**src/rtl/chirp_analyzer_pkg.sv**
```systemverilog
// Shared types and defaults for the chirp analyzer.
package chirp_analyzer_pkg;

  localparam int unsigned DefM = 16;
  localparam int unsigned DefP = 24;

  // Hysteresis comparator state.
  typedef enum logic [1:0] {
    CmpUnk,
    CmpLo,
    CmpHi
  } cmp_state_e;

  // Chirp tracking state.
  typedef enum logic [1:0] {
    StIdle,
    StFirst,
    StTrack
  } chirp_state_e;

  function automatic logic [15:0] sat_inc16(input logic [15:0] v);
    return (v == 16'hffff) ? v : v + 16'd1;
  endfunction

endpackage

```
**src/rtl/chirp_analyzer_if.sv**
```systemverilog
// Sample input, configuration and measurement results of the chirp analyzer.
interface chirp_analyzer_if
  import chirp_analyzer_pkg::*;
#(
  parameter int unsigned M = DefM,
  parameter int unsigned P = DefP
) ();

  logic signed [M-1:0] sample;
  logic                sample_en;
  logic [M-2:0]        hyst;
  logic [P-1:0]        timeout;
  logic [P-1:0]        period;
  logic                period_valid;
  logic                chirp_done;
  logic                chirp_reverse;
  logic [P-1:0]        min_period;
  logic [P-1:0]        max_period;
  logic [15:0]         n_periods;

  modport master (
    output sample, sample_en, hyst, timeout,
    input  period, period_valid, chirp_done, chirp_reverse, min_period, max_period, n_periods
  );

  modport slave (
    input  sample, sample_en, hyst, timeout,
    output period, period_valid, chirp_done, chirp_reverse, min_period, max_period, n_periods
  );

endinterface

```
**src/rtl/zc_detect.sv**
```systemverilog
// Hysteresis comparator producing a one-cycle strobe on each LO->HI transition.
module zc_detect
  import chirp_analyzer_pkg::*;
#(
  parameter int unsigned M = DefM
) (
  input  logic                clk,
  input  logic                rst,
  input  logic signed [M-1:0] sample,
  input  logic                sample_en,
  input  logic [M-2:0]        hyst,
  output logic                crossing
);

  cmp_state_e         state_q, state_d;
  logic signed [M:0]  sample_x, hyst_pos, hyst_neg;

  // Threshold compare at M+1 bits so -hyst never overflows; crossing is combinational.
  always_comb begin
    sample_x = {sample[M-1], sample};
    hyst_pos = {2'b00, hyst};
    hyst_neg = -hyst_pos;
    state_d  = state_q;
    if (sample_en) begin
      if (sample_x > hyst_pos) begin
        state_d = CmpHi;
      end else if (sample_x < hyst_neg) begin
        state_d = CmpLo;
      end
    end
    // UNK->HI is deliberately not a crossing.
    crossing = (state_q == CmpLo) && (state_d == CmpHi);
  end

  // Comparator state register.
  always_ff @(posedge clk) begin
    if (!rst) begin
      state_q <= CmpUnk;
    end else begin
      state_q <= state_d;
    end
  end

endmodule

```
**src/rtl/chirp_analyzer.sv**
```systemverilog
// Measures crossing-to-crossing periods and summarises each chirp at its timeout.
module chirp_analyzer
  import chirp_analyzer_pkg::*;
#(
  parameter int unsigned M = DefM,
  parameter int unsigned P = DefP
) (
  input logic             clk,
  input logic             rst,
  chirp_analyzer_if.slave bus
);

  logic crossing;

  zc_detect #(.M(M)) u_zc_detect (
    .clk       (clk),
    .rst       (rst),
    .sample    (bus.sample),
    .sample_en (bus.sample_en),
    .hyst      (bus.hyst),
    .crossing  (crossing)
  );

  chirp_state_e state_q, state_d;
  logic [P-1:0] gap_q, gap_d;
  logic [P:0]   gap_inc;
  logic [P-1:0] new_period;
  logic         expired;
  logic         clear_work;
  logic [P-1:0] prev_q, prev_d, wmin_q, wmin_d, wmax_q, wmax_d;
  logic [15:0]  wcnt_q, wcnt_d, inc_q, inc_d, dec_q, dec_d;
  logic [P-1:0] period_q, period_d, min_q, min_d, max_q, max_d;
  logic [15:0]  n_q, n_d;
  logic         period_valid_q, period_valid_d;
  logic         chirp_done_q, chirp_done_d;
  logic         reverse_q, reverse_d;

  // Cycles since the last crossing, counting the current one.
  assign gap_inc    = {1'b0, gap_q} + 1'b1;
  assign new_period = gap_inc[P] ? {P{1'b1}} : gap_inc[P-1:0];
  assign expired    = (bus.timeout != '0) && (gap_inc >= {1'b0, bus.timeout});

  // Gap counter: free-running, cleared on crossing, saturating.
  always_comb begin
    gap_d = gap_q;
    if (crossing) begin
      gap_d = '0;
    end else if (!(&gap_q)) begin
      gap_d = gap_q + 1'b1;
    end
  end

  // Chirp FSM plus working-register and result updates; a crossing beats expiry.
  always_comb begin
    state_d        = state_q;
    prev_d         = prev_q;
    wmin_d         = wmin_q;
    wmax_d         = wmax_q;
    wcnt_d         = wcnt_q;
    inc_d          = inc_q;
    dec_d          = dec_q;
    period_d       = period_q;
    min_d          = min_q;
    max_d          = max_q;
    n_d            = n_q;
    reverse_d      = reverse_q;
    period_valid_d = 1'b0;
    chirp_done_d   = 1'b0;
    clear_work     = 1'b0;
    case (state_q)
      StIdle: begin
        if (crossing) begin
          state_d    = StFirst;
          clear_work = 1'b1;
        end
      end
      StFirst: begin
        if (crossing) begin
          state_d        = StTrack;
          period_d       = new_period;
          period_valid_d = 1'b1;
          prev_d         = new_period;
          wmin_d         = new_period;
          wmax_d         = new_period;
          wcnt_d         = 16'd1;
        end else if (expired) begin
          state_d    = StIdle;
          clear_work = 1'b1;
        end
      end
      StTrack: begin
        if (crossing) begin
          period_d       = new_period;
          period_valid_d = 1'b1;
          prev_d         = new_period;
          wcnt_d         = sat_inc16(wcnt_q);
          if (new_period < prev_q) dec_d = sat_inc16(dec_q);
          if (new_period > prev_q) inc_d = sat_inc16(inc_q);
          if (new_period < wmin_q) wmin_d = new_period;
          if (new_period > wmax_q) wmax_d = new_period;
        end else if (expired) begin
          state_d      = StIdle;
          chirp_done_d = 1'b1;
          reverse_d    = inc_q > dec_q;
          min_d        = wmin_q;
          max_d        = wmax_q;
          n_d          = wcnt_q;
          clear_work   = 1'b1;
        end
      end
      default: state_d = StIdle;
    endcase
    if (clear_work) begin
      prev_d = '0;
      wmin_d = '0;
      wmax_d = '0;
      wcnt_d = '0;
      inc_d  = '0;
      dec_d  = '0;
    end
  end

  // State, counters and registered outputs.
  always_ff @(posedge clk) begin
    if (!rst) begin
      state_q        <= StIdle;
      gap_q          <= '0;
      prev_q         <= '0;
      wmin_q         <= '0;
      wmax_q         <= '0;
      wcnt_q         <= '0;
      inc_q          <= '0;
      dec_q          <= '0;
      period_q       <= '0;
      min_q          <= '0;
      max_q          <= '0;
      n_q            <= '0;
      reverse_q      <= 1'b0;
      period_valid_q <= 1'b0;
      chirp_done_q   <= 1'b0;
    end else begin
      state_q        <= state_d;
      gap_q          <= gap_d;
      prev_q         <= prev_d;
      wmin_q         <= wmin_d;
      wmax_q         <= wmax_d;
      wcnt_q         <= wcnt_d;
      inc_q          <= inc_d;
      dec_q          <= dec_d;
      period_q       <= period_d;
      min_q          <= min_d;
      max_q          <= max_d;
      n_q            <= n_d;
      reverse_q      <= reverse_d;
      period_valid_q <= period_valid_d;
      chirp_done_q   <= chirp_done_d;
    end
  end

  assign bus.period        = period_q;
  assign bus.period_valid  = period_valid_q;
  assign bus.chirp_done    = chirp_done_q;
  assign bus.chirp_reverse = reverse_q;
  assign bus.min_period    = min_q;
  assign bus.max_period    = max_q;
  assign bus.n_periods     = n_q;

endmodule
```
**src/flat_wrapper.sv**
```systemverilog
// flat-port wrapper written by rule: the top's interface ports become plain ports
module chirp_analyzer_flat import chirp_analyzer_pkg::*;
#(
  parameter int unsigned M = DefM,
  parameter int unsigned P = DefP
)
  (clk, rst, bus_sample, bus_sample_en, bus_hyst, bus_timeout, bus_period, bus_period_valid, bus_chirp_done, bus_chirp_reverse, bus_min_period, bus_max_period, bus_n_periods);
  chirp_analyzer_if #(.M(M), .P(P)) bus_i ();
  input logic clk;
  input logic rst;
  input wire logic [$bits(bus_i.sample)-1:0] bus_sample;
  input wire logic [$bits(bus_i.sample_en)-1:0] bus_sample_en;
  input wire logic [$bits(bus_i.hyst)-1:0] bus_hyst;
  input wire logic [$bits(bus_i.timeout)-1:0] bus_timeout;
  output wire logic [$bits(bus_i.period)-1:0] bus_period;
  output wire logic [$bits(bus_i.period_valid)-1:0] bus_period_valid;
  output wire logic [$bits(bus_i.chirp_done)-1:0] bus_chirp_done;
  output wire logic [$bits(bus_i.chirp_reverse)-1:0] bus_chirp_reverse;
  output wire logic [$bits(bus_i.min_period)-1:0] bus_min_period;
  output wire logic [$bits(bus_i.max_period)-1:0] bus_max_period;
  output wire logic [$bits(bus_i.n_periods)-1:0] bus_n_periods;
  assign bus_i.sample = bus_sample;
  assign bus_i.sample_en = bus_sample_en;
  assign bus_i.hyst = bus_hyst;
  assign bus_i.timeout = bus_timeout;
  assign bus_period = bus_i.period;
  assign bus_period_valid = bus_i.period_valid;
  assign bus_chirp_done = bus_i.chirp_done;
  assign bus_chirp_reverse = bus_i.chirp_reverse;
  assign bus_min_period = bus_i.min_period;
  assign bus_max_period = bus_i.max_period;
  assign bus_n_periods = bus_i.n_periods;
  chirp_analyzer #(.M(M), .P(P)) u_core (.clk(clk), .rst(rst), .bus(bus_i));
endmodule
```
**config.mk**
```make
export PLATFORM = sky130hd
export DESIGN_NAME = chirp_analyzer_flat
export DESIGN_NICKNAME = d
export VERILOG_FILES = /design/src/rtl/chirp_analyzer_pkg.sv /design/src/rtl/chirp_analyzer_if.sv /design/src/rtl/zc_detect.sv /design/src/rtl/chirp_analyzer.sv /design/src/flat_wrapper.sv
export SDC_FILE = /design/constraint.sdc
export NUM_CORES = 1
export LEC_CHECK = 0
export CAP_MARGIN = 20
export CORE_ASPECT_RATIO = 2
export CORE_UTILIZATION = 52
export DETAILED_ROUTE_END_ITERATION = 16
export PLACE_DENSITY_LB_ADDON = 0.1
export SLEW_MARGIN = 20
export SYNTH_ARGS = -nofsm -noshare
export SYNTH_HDL_FRONTEND = slang
export SYNTH_SLANG_ARGS = --single-unit
```
**constraint.sdc**
```tcl
create_clock -name clk -period 3.84 [get_ports clk]
set_input_delay 0.576 -clock clk [delete_from_list [all_inputs] [get_ports clk]]
set_output_delay 0.576 -clock clk [all_outputs]
set_load 0.02 [all_outputs]
```
== Word-level counts from Yosys, hierarchy flattened ==
Index checks and enable logic that the tools add are counted.
Operators by class
  add/sub/neg operators: 6
  multiply operators: 0
  div/mod/pow operators: 0
  $lt $le $gt $ge: 8
  eq/ne operators: 14
  shift-type cells: 0
  multiplexer cells: 24
  bitwise gates (word level): 4
  reductions and logical operators: 19
Operators by type and width (number)
  $mux 24: 6
  $pmux 24 s2: 2
  $add 16x1->16 const B: 3
  $eq 16x16->1 const B: 3
  $gt 24x24->1: 2
  $lt 24x24->1: 2
  $mux 16: 3
  $gt 16x16->1: 2
  $pmux 16 s2: 1
  $add 24x1->25 const B: 1
  $ge 25x24->1: 1
  $add 24x1->24 const B: 1
  $reduce_and 24->1: 1
  $reduce_bool 24->1: 1
  $reduce_and 4->1: 5
  $lt 16x17->1: 1
  $neg 15->17: 1
  $mux 2: 7
  $ne 2x1->1 const B: 5
  $reduce_and 2->1: 4
  $pmux 2 s3: 1
  $reduce_or 2->1: 3
  $eq 2x1->1 const B: 2
  $eq 2x2->1 const B: 2
  8 further kinds: 15
Word-level totals
  register bits after elaboration: 239
  bits in latches: 0
  RAM bits: 0
  bits in read-only memories: 0
  input port bits: 58
  output and inout bits: 91
  logic and storage cells: 91
  memories kept: 0

== Logic depth before layout (Yosys ltp) ==
Gate-level depths: netlist of run 1.
  depth in word-level cells: 10
  mapped depth: 18
  depth with buffers taken out: 16

== Cells and area by module ==
Synthesis of run 1 repeated with hierarchy kept, for this count alone.
Unflattened totals
  cells, all modules: 1615
  area, all modules: 13261.5 um^2
Modules (own cells, without submodules)
  chirp_analyzer: instances 1, cells an instance 1471, area an instance 12165.4 um^2, seq. area each 4744.6 um^2
  zc_detect: instances 1, cells an instance 144, area an instance 1096.1 um^2, seq. area each 40.0 um^2

== Worst setup path after synthesis of run 1 ==
Ideal clock, no wire load.
  path kind: register to register
  start point: register u_core.gap_q[4]
  end point: register u_core.dec_q[13]
  library setup time: 0.117 ns
  data arrival time: 3.953 ns
  data required time: 3.723 ns
  path slack: -0.230 ns
  stages on the path, launching flop included: 17
  buffers on the path: 1
  period minus slack after synthesis: 4.070 ns
  path through: dfxtp_1 nand4_1 nor4_1 nand3_1 nor2_1 nor2_1 a31oi_1 ha_1 nand4_1 nor2_1 a221o_1 a211o_1 or2_2 clkbuf_1 nor3_1 xnor2_1 nor2_1
Between the ends
  elaborated cells between the ends (all ways): 10
RTL lines
  from (decl): line chirp_analyzer.sv:25  | logic [P-1:0] gap_q, gap_d;
  from (signal assigned): line chirp_analyzer.sv:143  | gap_q <= gap_d;
  $add 24x1->25: line chirp_analyzer.sv:39  | assign gap_inc = {1'b0, gap_q} + 1'b1;
  $mux 24: line chirp_analyzer.sv:40  | assign new_period = gap_inc[P] ? {P{1'b1}} : gap_inc[P-1:0];
  net u_core.new_period[23]: line chirp_analyzer.sv:27  | logic [P-1:0] new_period;
  $lt 24x24->1: line chirp_analyzer.sv:97  | if (new_period < prev_q) dec_d = sat_inc16(dec_q);
  $reduce_and 4->1 (no line)
  to (signal assigned): line chirp_analyzer.sv:133  | dec_q <= '0;
  to (signal assigned): line chirp_analyzer.sv:149  | dec_q <= dec_d;
  to (decl): line chirp_analyzer.sv:31  | logic [15:0] wcnt_q, wcnt_d, inc_q, inc_d, dec_q, dec_d;
The timed path passes the listed nets, and every way through them passes these cells.
A chain may end at the register's enable or synchronous reset.

== Worst setup path in the final report of run 1 ==
  start point: register u_core.gap_q[1]
  end point: register u_core.wmin_q[18]
Between the ends
  elaborated cells between the ends (all ways): 15
RTL lines
  $add 24x1->25: line chirp_analyzer.sv:39
  $mux 24: line chirp_analyzer.sv:40
  net u_core.new_period[6]: line chirp_analyzer.sv:27
  $lt 24x24->1: line chirp_analyzer.sv:99  | if (new_period < wmin_q) wmin_d = new_period;
  $ne 2x1->1 (no line)
  $reduce_and 4->1 (no line)
  to (signal assigned): line chirp_analyzer.sv:145  | wmin_q <= wmin_d;
  to (decl): line chirp_analyzer.sv:30  | logic [P-1:0] prev_q, prev_d, wmin_q, wmin_d, wmax_q, wmax_d;
The timed path passes the listed nets, and every way through them passes these cells. The select of a mux whose other input is x is not followed.

==> results.txt, run 1 <==
Outcome - complete, but fails checks
Violated checks - negative setup slack
Clk sinks - 239
Die area - 26,500 sq um
Hold_ws - 0.455 ns
Crit end category - flip-flop
Final min period - 3.87 ns
Die height - 229 um
Max Root-Sink Buffers - 3
Vias - 12,670
Wire length per cell - 19.2 um
Slew Limit Fails - 0
Cell area power density - 295 nW/um^2
Most common cell after layout, fill and taps aside - dfxtp_1
Row count - 82
Drt drc - 0
Seq/Total Area, Yosys - 35.6%
Antenna-violating nets left - 0
Post-Synthesis Net Count - 1,793
Post-synthesis instance total - 1,584
Commonest non-fill, non-tap cells in the layout - dfxtp_1, nor2_1, clkdlybuf4s50_1
Peak supply drop - 0.000213 V
Mapped cell area - 13,400 sq um
DR top layer - met4
Routability cong. - 0.919
Slowest cell on crit path - a2111oi_2
Tot Pwr - 5.31 mW
Slew headroom - 35.2%
Total gr overflow - 0
Worst R2R Start - u_core.gap_q[1]$_SDFFE_PP0N_
WL met1 - 14,200 um
Critical path required time - 4.29 ns
Layout fillers - 2,040
Initial Util - 53.2%
Average size of a mapped cell - 8.47 sq um
YS warnings - 0
Top_reg_cell synth - dfxtp_1
Fin Clk Skew - 0.0112 ns
Hold Vio Cnt, Final - 0
Final worst slack - -0.0269 ns
Worst r2r dst - u_core.wmin_q[18]$_SDFFE_PP0P_
Hold depth - 2
Seq cells post-synth - 239
Worst skew pair latency - 0.53 ns
Port bufs - 148
Gr usage total - 29.9%
Finished Core Util - 71.4%
TritonCTS Buffers - 22
Initial drt markers - 693
Worst-margin pin slew - 0.972 ns
Worst Min Path Start - u_core.bus.n_periods[3]$_SDFFE_PN0P_
TritonCTS clock tree - done
CP peak stage delay - 0.42 ns
WHS Endpoint - u_core.bus.n_periods[3]$_SDFFE_PN0P_
Vias in the first global route - 12,376
Crit Path Max Fanout - 20
Area grow syn2layout - 34.2%
Initial antenna violation count - 0
Share of layout cells above drive strength 1 - 19.0%
Place WS - -0.0490 ns
Crit path DAT - 4.31 ns
DP HPWL - 30,400 um
Ports - 149
Metal2 WL - 22,500 um
Largest net degree at the start of global routing - 75
Pleak - 7.38 nW
Crit start category - flip-flop
Final Cycle Share - 101%
WS Path Type - flip-flop to flip-flop
RSZ-0062 raised after global routing - true
EDFF count, synth - 0
Worst hold path type - flip-flop to flip-flop
DR WL met3 - 1760 um
Diode count - 0
Synth async-reset ratio - 0%
Reg clk slew, reported paths - 0.07 ns
Final wirelength - 41,900 um
NumNets Final - 2,042
Max-cap viol count - 0
Final number of setup-violating endpoints - 8
Cells on worst reg2reg path - 18
Reg-to-reg slack, setup - -0.03 ns
Vias per cell - 5.80
Cts hold-fix bufs - 0
Distinct cells, synth - 65
Clock Tree Root - clkbuf_16
DR pass1 iterations - 5
Fmax - 0.259 GHz
Worst-path cell chain - ha_4, nand3_2, nor3_4, buf_6, nand4_1, buf_6, nand2b_1, ha_1, a21o_1, a21o_1, a2111oi_2, nand4_1, a31oi_2, a2bb2oi_4, buf_12, clkbuf_16, buf_4, a211oi_2
Core Region - 25,200 sq um
CTS HTree Levels - 1
Die width - 116 um
First-pass GRT wire length - 61,600 um
==> timing repair <==
item | in CTS | in global routing
gates resized for setup | 4 | 155
setup buffers | 1 | 14
pin swaps | 3 | 46
gates cloned | 0 | 11
endpoints found under the setup margin | 58 | 169
==> power breakdown <==
part / internal, mW / total (mW) / switching (mW)
clock network: 1.27 / 2.25 / 0.982
registers: 2.49 / 2.49 / 0.00696
logic: 0.248 / 0.561 / 0.313
==> kinds of logic (layout without fill, tap and decap cells) <==
family | count (synthesis) | after routing | share of synthesized area, %
XOR/XNOR | 72 | 72 | 4.70
multiplexers | 34 | 34 | 2.57
adder cells (fa/ha/maj) | 151 | 151 | 14.1
flip-flops | 239 | 239 | 35.6
AND/OR/NAND/NOR | 615 | 615 | 22.6
buffers and inverters | 218 | 481 | 6.73
AO/OA/AOI/OAI | 255 | 255 | 13.7
==> final cells by class <==
class | count | area (sq um) | share of cell area (%)
Multi-Input combinational cell | 1127 | 8530 | 47.3
Sequential cell | 239 | 4800 | 26.7
Timing Repair Buffer | 301 | 3020 | 16.7
Clock buffer | 30 | 622 | 3.45
Inverter | 142 | 533 | 2.96
Tap cell | 336 | 420 | 2.33
Clock inverter | 8 | 92.6 | 0.514
==> per-layer routing <==
layer | track usage, % | vias to the layer above
met1 | 28.9 | 6041
met3 | 3.10 | 162
met4 | 21.6 | 0
met5 | 0 | -
met2 | 56.8 | 369
li1 | - | 6098
==> synthesized netlist by cell type, types with 16 or more instances <==
library cell  number  area [sq um]
nand4_1           47           294
ha_1             151          1890
nand2_1           86           323
inv_1            142           533
dfxtp_1          239          4780
clkbuf_1          35           131
o31ai_1           51           383
nor2_1           184           691
nand3_1          107           536
and3_1            37           231
mux2i_1           30           300
nor3_1            75           375
xnor2_1           53           464
nor4_1            16           100
a211oi_2          19           238
a21oi_1           46           230
buf_2             23           115
o21ai_0           51           255
xor2_1            19           166
nand2b_1          21           131
a211oi_1          32           240
==> state kept, by name (all words and copies together), names as in the netlist, 16 cells and up <==
name	flops
u_core.prev_q	24
u_core.gap_q	24
u_core.wcnt_q	16
u_core.dec_q	16
u_core.bus.n_periods	16
u_core.wmax_q	24
u_core.bus.period	24
u_core.wmin_q	24
u_core.bus.max_period	24
u_core.bus.min_period	24
u_core.inc_q	16
==> worst max-delay path by stage <==
stage,endpoint,start
after global placement,u_core.dec_q[13]$_SDFFE_PP0P_,u_core.gap_q[7]$_SDFFE_PP0N_
final,u_core.wmin_q[18]$_SDFFE_PP0P_,u_core.gap_q[1]$_SDFFE_PP0N_
after CTS,u_core.wmax_q[17]$_SDFFE_PP0P_,u_core.gap_q[0]$_SDFFE_PP0N_
after global routing,u_core.wmin_q[18]$_SDFFE_PP0P_,u_core.gap_q[1]$_SDFFE_PP0N_
after floorplan,u_core.dec_q[13]$_SDFFE_PP0P_,u_core.gap_q[4]$_SDFFE_PP0N_
after detailed placement,u_core.wmax_q[18]$_SDFFE_PP0P_,u_core.gap_q[6]$_SDFFE_PP0N_
==> critical path, delay by kind of cell (launching register included) <==
family                   cells  cell delay, ns
buffers and inverters        5            0.83
AND/OR/NAND/NOR              5            0.83
AO/OA/AOI/OAI                6            1.34
adder cells (fa/ha/maj)      2            0.40
flip-flops                   1            0.37
==> stage by stage <==
stage               instance area (sq um)  instances  setup TNS [ns]
floorplan                           13500       1584               0
global placement                    16100       2119               0
detailed placement                  16100       2119           -1.06
CTS                                 16800       2158               0
global route                        18000       2183          -10.77
finish                              18000       2183         -0.0929
Note: power is estimated with default switching activity, not from simulation.
==> run 2: changes to the inputs <==
GPL_TIMING_DRIVEN = 0   (was unset)
==> run 2 against run 1 <==
  * The flow now finishes without violations
  * Utilization shrank 2.0 points
  * Highest routed layer unchanged
  * Critical path type unchanged
  * Maximum frequency up 0.97%
  * Clock power rose by 2%
  * Power up 1.3%
  * Sequential power hardly changed
  * Sequential cell count unchanged
==> results.txt, run 2 (same netlist as run 1, synthesis figures left out) <==
Tot Pwr - 5.38 mW
Clock Tree Root - clkbuf_16
Pleak - 7.13 nW
Initial Util - 53.2%
Gr usage total - 30.5%
Crit Path Max Fanout - 5
Share of layout cells above drive strength 1 - 15.9%
Clk sinks - 239
Worst-margin pin slew - 0.933 ns
TritonCTS Buffers - 22
Ports - 149
Worst hold path type - flip-flop to flip-flop
First-pass GRT wire length - 62,300 um
Routability cong. - 0.961
Final Cycle Share - 99.7%
Initial antenna violation count - 0
CTS HTree Levels - 1
Cell area power density - 307 nW/um^2
NumNets Final - 2,023
Antenna-violating nets left - 0
Cts hold-fix bufs - 0
Hold Vio Cnt, Final - 0
Fmax - 0.261 GHz
Worst Min Path Start - u_core.prev_q[23]$_SDFFE_PP0P_
Layout fillers - 2,107
RSZ-0062 raised after global routing - true
Area of the multi-input gates - 8500 sq um
Crit start category - flip-flop
Slew Limit Fails - 0
Final number of setup-violating endpoints - 0
Total gr overflow - 0
Final min period - 3.83 ns
Largest net degree at the start of global routing - 16
Fin Clk Skew - 0.00967 ns
Drt drc - 0
Initial drt markers - 714
Final wirelength - 41,600 um
Outcome - finished, final reports clean
Vias per cell - 5.80
Die height - 229 um
Vias in the first global route - 12,316
Max-cap viol count - 0
Commonest non-fill, non-tap cells in the layout - dfxtp_1, nor2_1, clkdlybuf4s50_1
Peak supply drop - 0.000289 V
Most common cell after layout, fill and taps aside - dfxtp_1
Hold_ws - 0.461 ns
Critical path required time - 4.25 ns
Vias - 12,537
Worst skew pair latency - 0.53 ns
DP HPWL - 30,300 um
Reg clk slew, reported paths - 0.07 ns
Diode count - 0
Crit path DAT - 4.24 ns
Die area - 26,500 sq um
Area grow syn2layout - 30.4%
Row count - 82
Max Root-Sink Buffers - 3
Core Region - 25,200 sq um
Slew headroom - 37.8%
TritonCTS clock tree - done
Port bufs - 147
WS Path Type - flip-flop to flip-flop
Wire length per cell - 19.2 um
DR pass1 iterations - 5
Crit end category - flip-flop
Die width - 116 um
FF+latch area - 4800 sq um
Critical Path Start - u_core.gap_q[11]$_SDFFE_PP0N_
Worst R2R Start - u_core.gap_q[11]$_SDFFE_PP0N_
[run 2: metal layers]
layer | share of wire, % | routed length [um] | track usage [%] | vias up
met2 | 53 | 22100 | 56.5 | 419
met5 | 0 | 0 | 0 | -
met1 | 34 | 14300 | 29.8 | 5910
met3 | 4.8 | 2010 | 4.34 | 161
li1 | - | - | - | 6047
met4 | 7.8 | 3240 | 22.2 | 0
[run 2: worst paths after layout]
| check | end | slack [ns] | cells past startpoint |
|---|---|---|---|
| setup / recovery | u_core.dec_q[8]$_SDFFE_PP0P_ | 0.01 | 18 |
| hold reg to reg | u_core.prev_q[23]$_SDFFE_PP0P_ | 0.46 | 2 |
| setup reg to reg | u_core.dec_q[8]$_SDFFE_PP0P_ | 0.01 | 18 |
| hold / removal | u_core.prev_q[23]$_SDFFE_PP0P_ | 0.46 | 2 |
[run 2: report_power, final]
group | leakage [nW] | switching, mW | internal (mW)
registers | 1.93 | 0.00830 | 2.49
logic | 4.83 | 0.329 | 0.249
clock network | 0.369 | 0.966 | 1.34
[run 2: final cells by class]
| cell class | instances | share of cell area [%] |
|---|---|---|
| Clock buffer | 31 | 3.80 |
| Tap cell | 336 | 2.40 |
| Inverter | 142 | 3.04 |
| Multi-Input combinational cell | 1127 | 48.5 |
| Sequential cell | 239 | 27.4 |
| Timing Repair Buffer | 206 | 11.5 |
| Buffer | 76 | 2.82 |
| Clock inverter | 6 | 0.472 |
[run 2: timing repair]
action                     4_1_cts  5_1_grt
hold endpoints to repair         0        0
setup endpoints to repair      185      185
gates cloned                     0        5
setup buffers                   23       31
pin swaps                       14       60
resized for setup               68      167
[run 2: critical path: stages (launching register included)]
cell and delay [ns]:
dfxtp_1 0.35, nand4_1 0.11, buf_4 0.17, nor4_4 0.31, nand3_2 0.18, nor2_4 0.19
nor2_1 0.10, a31oi_4 0.28, ha_1 0.31, nand4_1 0.16, nor2_1 0.07, a221o_1 0.32
a211o_1 0.35, buf_6 0.15, nor4_4 0.20, buf_6 0.16, nand3_2 0.08, xnor2_1 0.16
nor2_1 0.05
[run 2: metrics by stage]
step	std cells	setup slack, ns	cell area (sq um)	setup TNS (ns)	utilization, %
finish	2163	0.0104	17500	0	69.4
global route	2163	-0.142	17500	-8.49	69.4
CTS	2127	-0.0711	16600	-2.23	65.7
detailed placement	2067	-1.14	15400	-114.82	60.9
global placement	2067	-1.12	15400	-106.16	60.9
floorplan	1584	0.00541	13500	0	-
==> run 3: changes to the inputs <==
CAP_MARGIN = 10   (was 20)
==> results of run 3 <==
Final layout, timing and power as in run 2 (identical DEF).
==> RTL edit (flow settings as in run 1) <==
Change the package constant `DefM` from 16 to 32.
--- a/src/rtl/chirp_analyzer_pkg.sv
+++ b/src/rtl/chirp_analyzer_pkg.sv
@@ -3,3 +3,3 @@
 
-  localparam int unsigned DefM = 16;
+  localparam int unsigned DefM = 32;
   localparam int unsigned DefP = 24;
Ports: changed (resized bus_hyst and bus_sample); port bits go from 149 to 181. No check against the original RTL was run, so the function may have changed too.
==> RTL edit against run 1 <==
Critical path depth up 1. Combinational power is 91% higher. Critical path type unchanged. Synthesized area is 7.0% higher. Cell area increased by 7.5%. Critical endpoint is now u_core.bus.max_period[15]. Routed wire length rose by 8.4%. Non-clock buffer count up 48. Worst setup slack improved by 46 ps. Maximum frequency up 1.2%. Sequential cell count is the same. Clock power rose by 5%. Clock skew rose by 14 ps. Total power grew 12%. Global-route usage up 0.70 points.
==> RTL edit: results (changes against run 1) <==
status completed; Initial DRC Count 419 (-40%); Cells after Synth 1686 (+6.4%); antenna cells 0 (unchanged); routing usage on met1 27.1% (-1.8 points); Logic pwr share 18.0% (+7.4 points); placed wire-length estimate 34200 um (+13%); routed wl met2 24600 um (+9.3%); grt met3 use 3.54% (+0.44 points); WHS Path Cells 2 (unchanged); fraction of layout cells with a size suffix above 1 15.4% (-3.6 points); Seq pwr share 42.3% (-4.7 points); Adder-Cell Fraction of Synth Area 15.9% (+1.9 points); syn nets 1959 (+9.3%); non-filler cells, final 2361 (+8.2%); Yosys cell types 68 (+4.6%); Num CTS Buffers 22 (unchanged); P_int 4420 uW (+10%); worst vdd ir 0.445 mV (+110%); vias in the first global route 13.6k (+10%); biggest cell delay along the critical path 370 ps (-50 ps); hold worst-path end u_core.u_zc_detect.state_q[1]; worst hold path startpoint u_core.u_zc_detect.state_q[1]; initial antenna violation count 0 (unchanged); final wirelength 45400 um (+8.4%); met3 wire len 1870 um (+6.5%); kind of cell adding the most delay to the critical path buffers and inverters; mean number of vias per cell 5.67 (-2.3%); pin count of the biggest net entering global routing 63 (-16%); Synth Area in Compound Gates 10.7% (-3.1 points); largest cells by area after synthesis dfxtp_1, ha_1, mux2i_1, nor2_1, xnor2_1; Leak 0.00816 uW (+10%); reg2reg path depth 19 (+1); XOR/XNOR Fraction of Synth Area 5.37% (+0.67 points); mux share of post-synthesis cell area 7.81% (+5.2 points); critical path endpoint u_core.bus.max_period[15]; routability cong. 0.961 (+4.6%); met2 usage 60.6% (+3.8 points); # nets final 2271 (+11%); GRT Resource Usage Total 30.6% (+0.70 points); met1 wire length 15000 um (+5.6%); IO Port Bufs 180 (+22%); Arr. time, crit path 4230 ps (-80 ps); worst hold slack 467 ps (+12.1 ps); Cell Area, Placed 17600 um2 (+9.2%); worst setup margin 19.2 ps (+46.1 ps); Synth top cells by count nor2_1, dfxtp_1, ha_1, inv_1, mux2i_1; reg-to-reg startpoint u_core.gap_q[9]; clk_skew 25.1 ps (+13.8 ps); Max-slew headroom 47.6% (+12 points); sequential-to-total area share from yosys stat 33.3% (-2.3 points); Max FO, Critical Path 12 (-40%); CTS H-Tree Depth 1 (unchanged); global-route wire length before repair 68000 um (+10%); slowest cell on the critical path dfxtp_2; pre-CTS setup slack -348 ps (-299 ps)
[RTL edit: cell count changes after synthesis, sizes merged, moves of 14 or more]
| cell | change |
|---|---|
| mux2i | +81 |
| nor2 | +80 |
| nand3 | -62 |
| o31ai | -46 |
| ha | +32 |
| nor3 | -24 |
| inv | +22 |
| xnor2 | +20 |
| a211oi | -18 |
| buf | -18 |
| nand2 | -17 |
| a21o | +15 |
| nand4 | +14 |
[RTL edit: timing repair]
| item | CTS | global route |
|---|---|---|
| endpoints found under the hold margin | 0 | 0 |
| hold buffers | 0 | 0 |
| buffers inserted | 7 | 12 |
| cloned | 2 | 9 |
| pin swaps | 9 | 34 |
| setup endpoints to repair | 186 | 187 |
| resized for setup | 41 | 93 |
[RTL edit: cell type report]
class	count	area (um2)
clock buffers	30	652
multi-input cells	1222	9240
repair buffers	349	3480
clock inverters	9	125
inverters	164	616
flip-flops and latches	239	4810
fillers	2136	7650
well taps	348	435
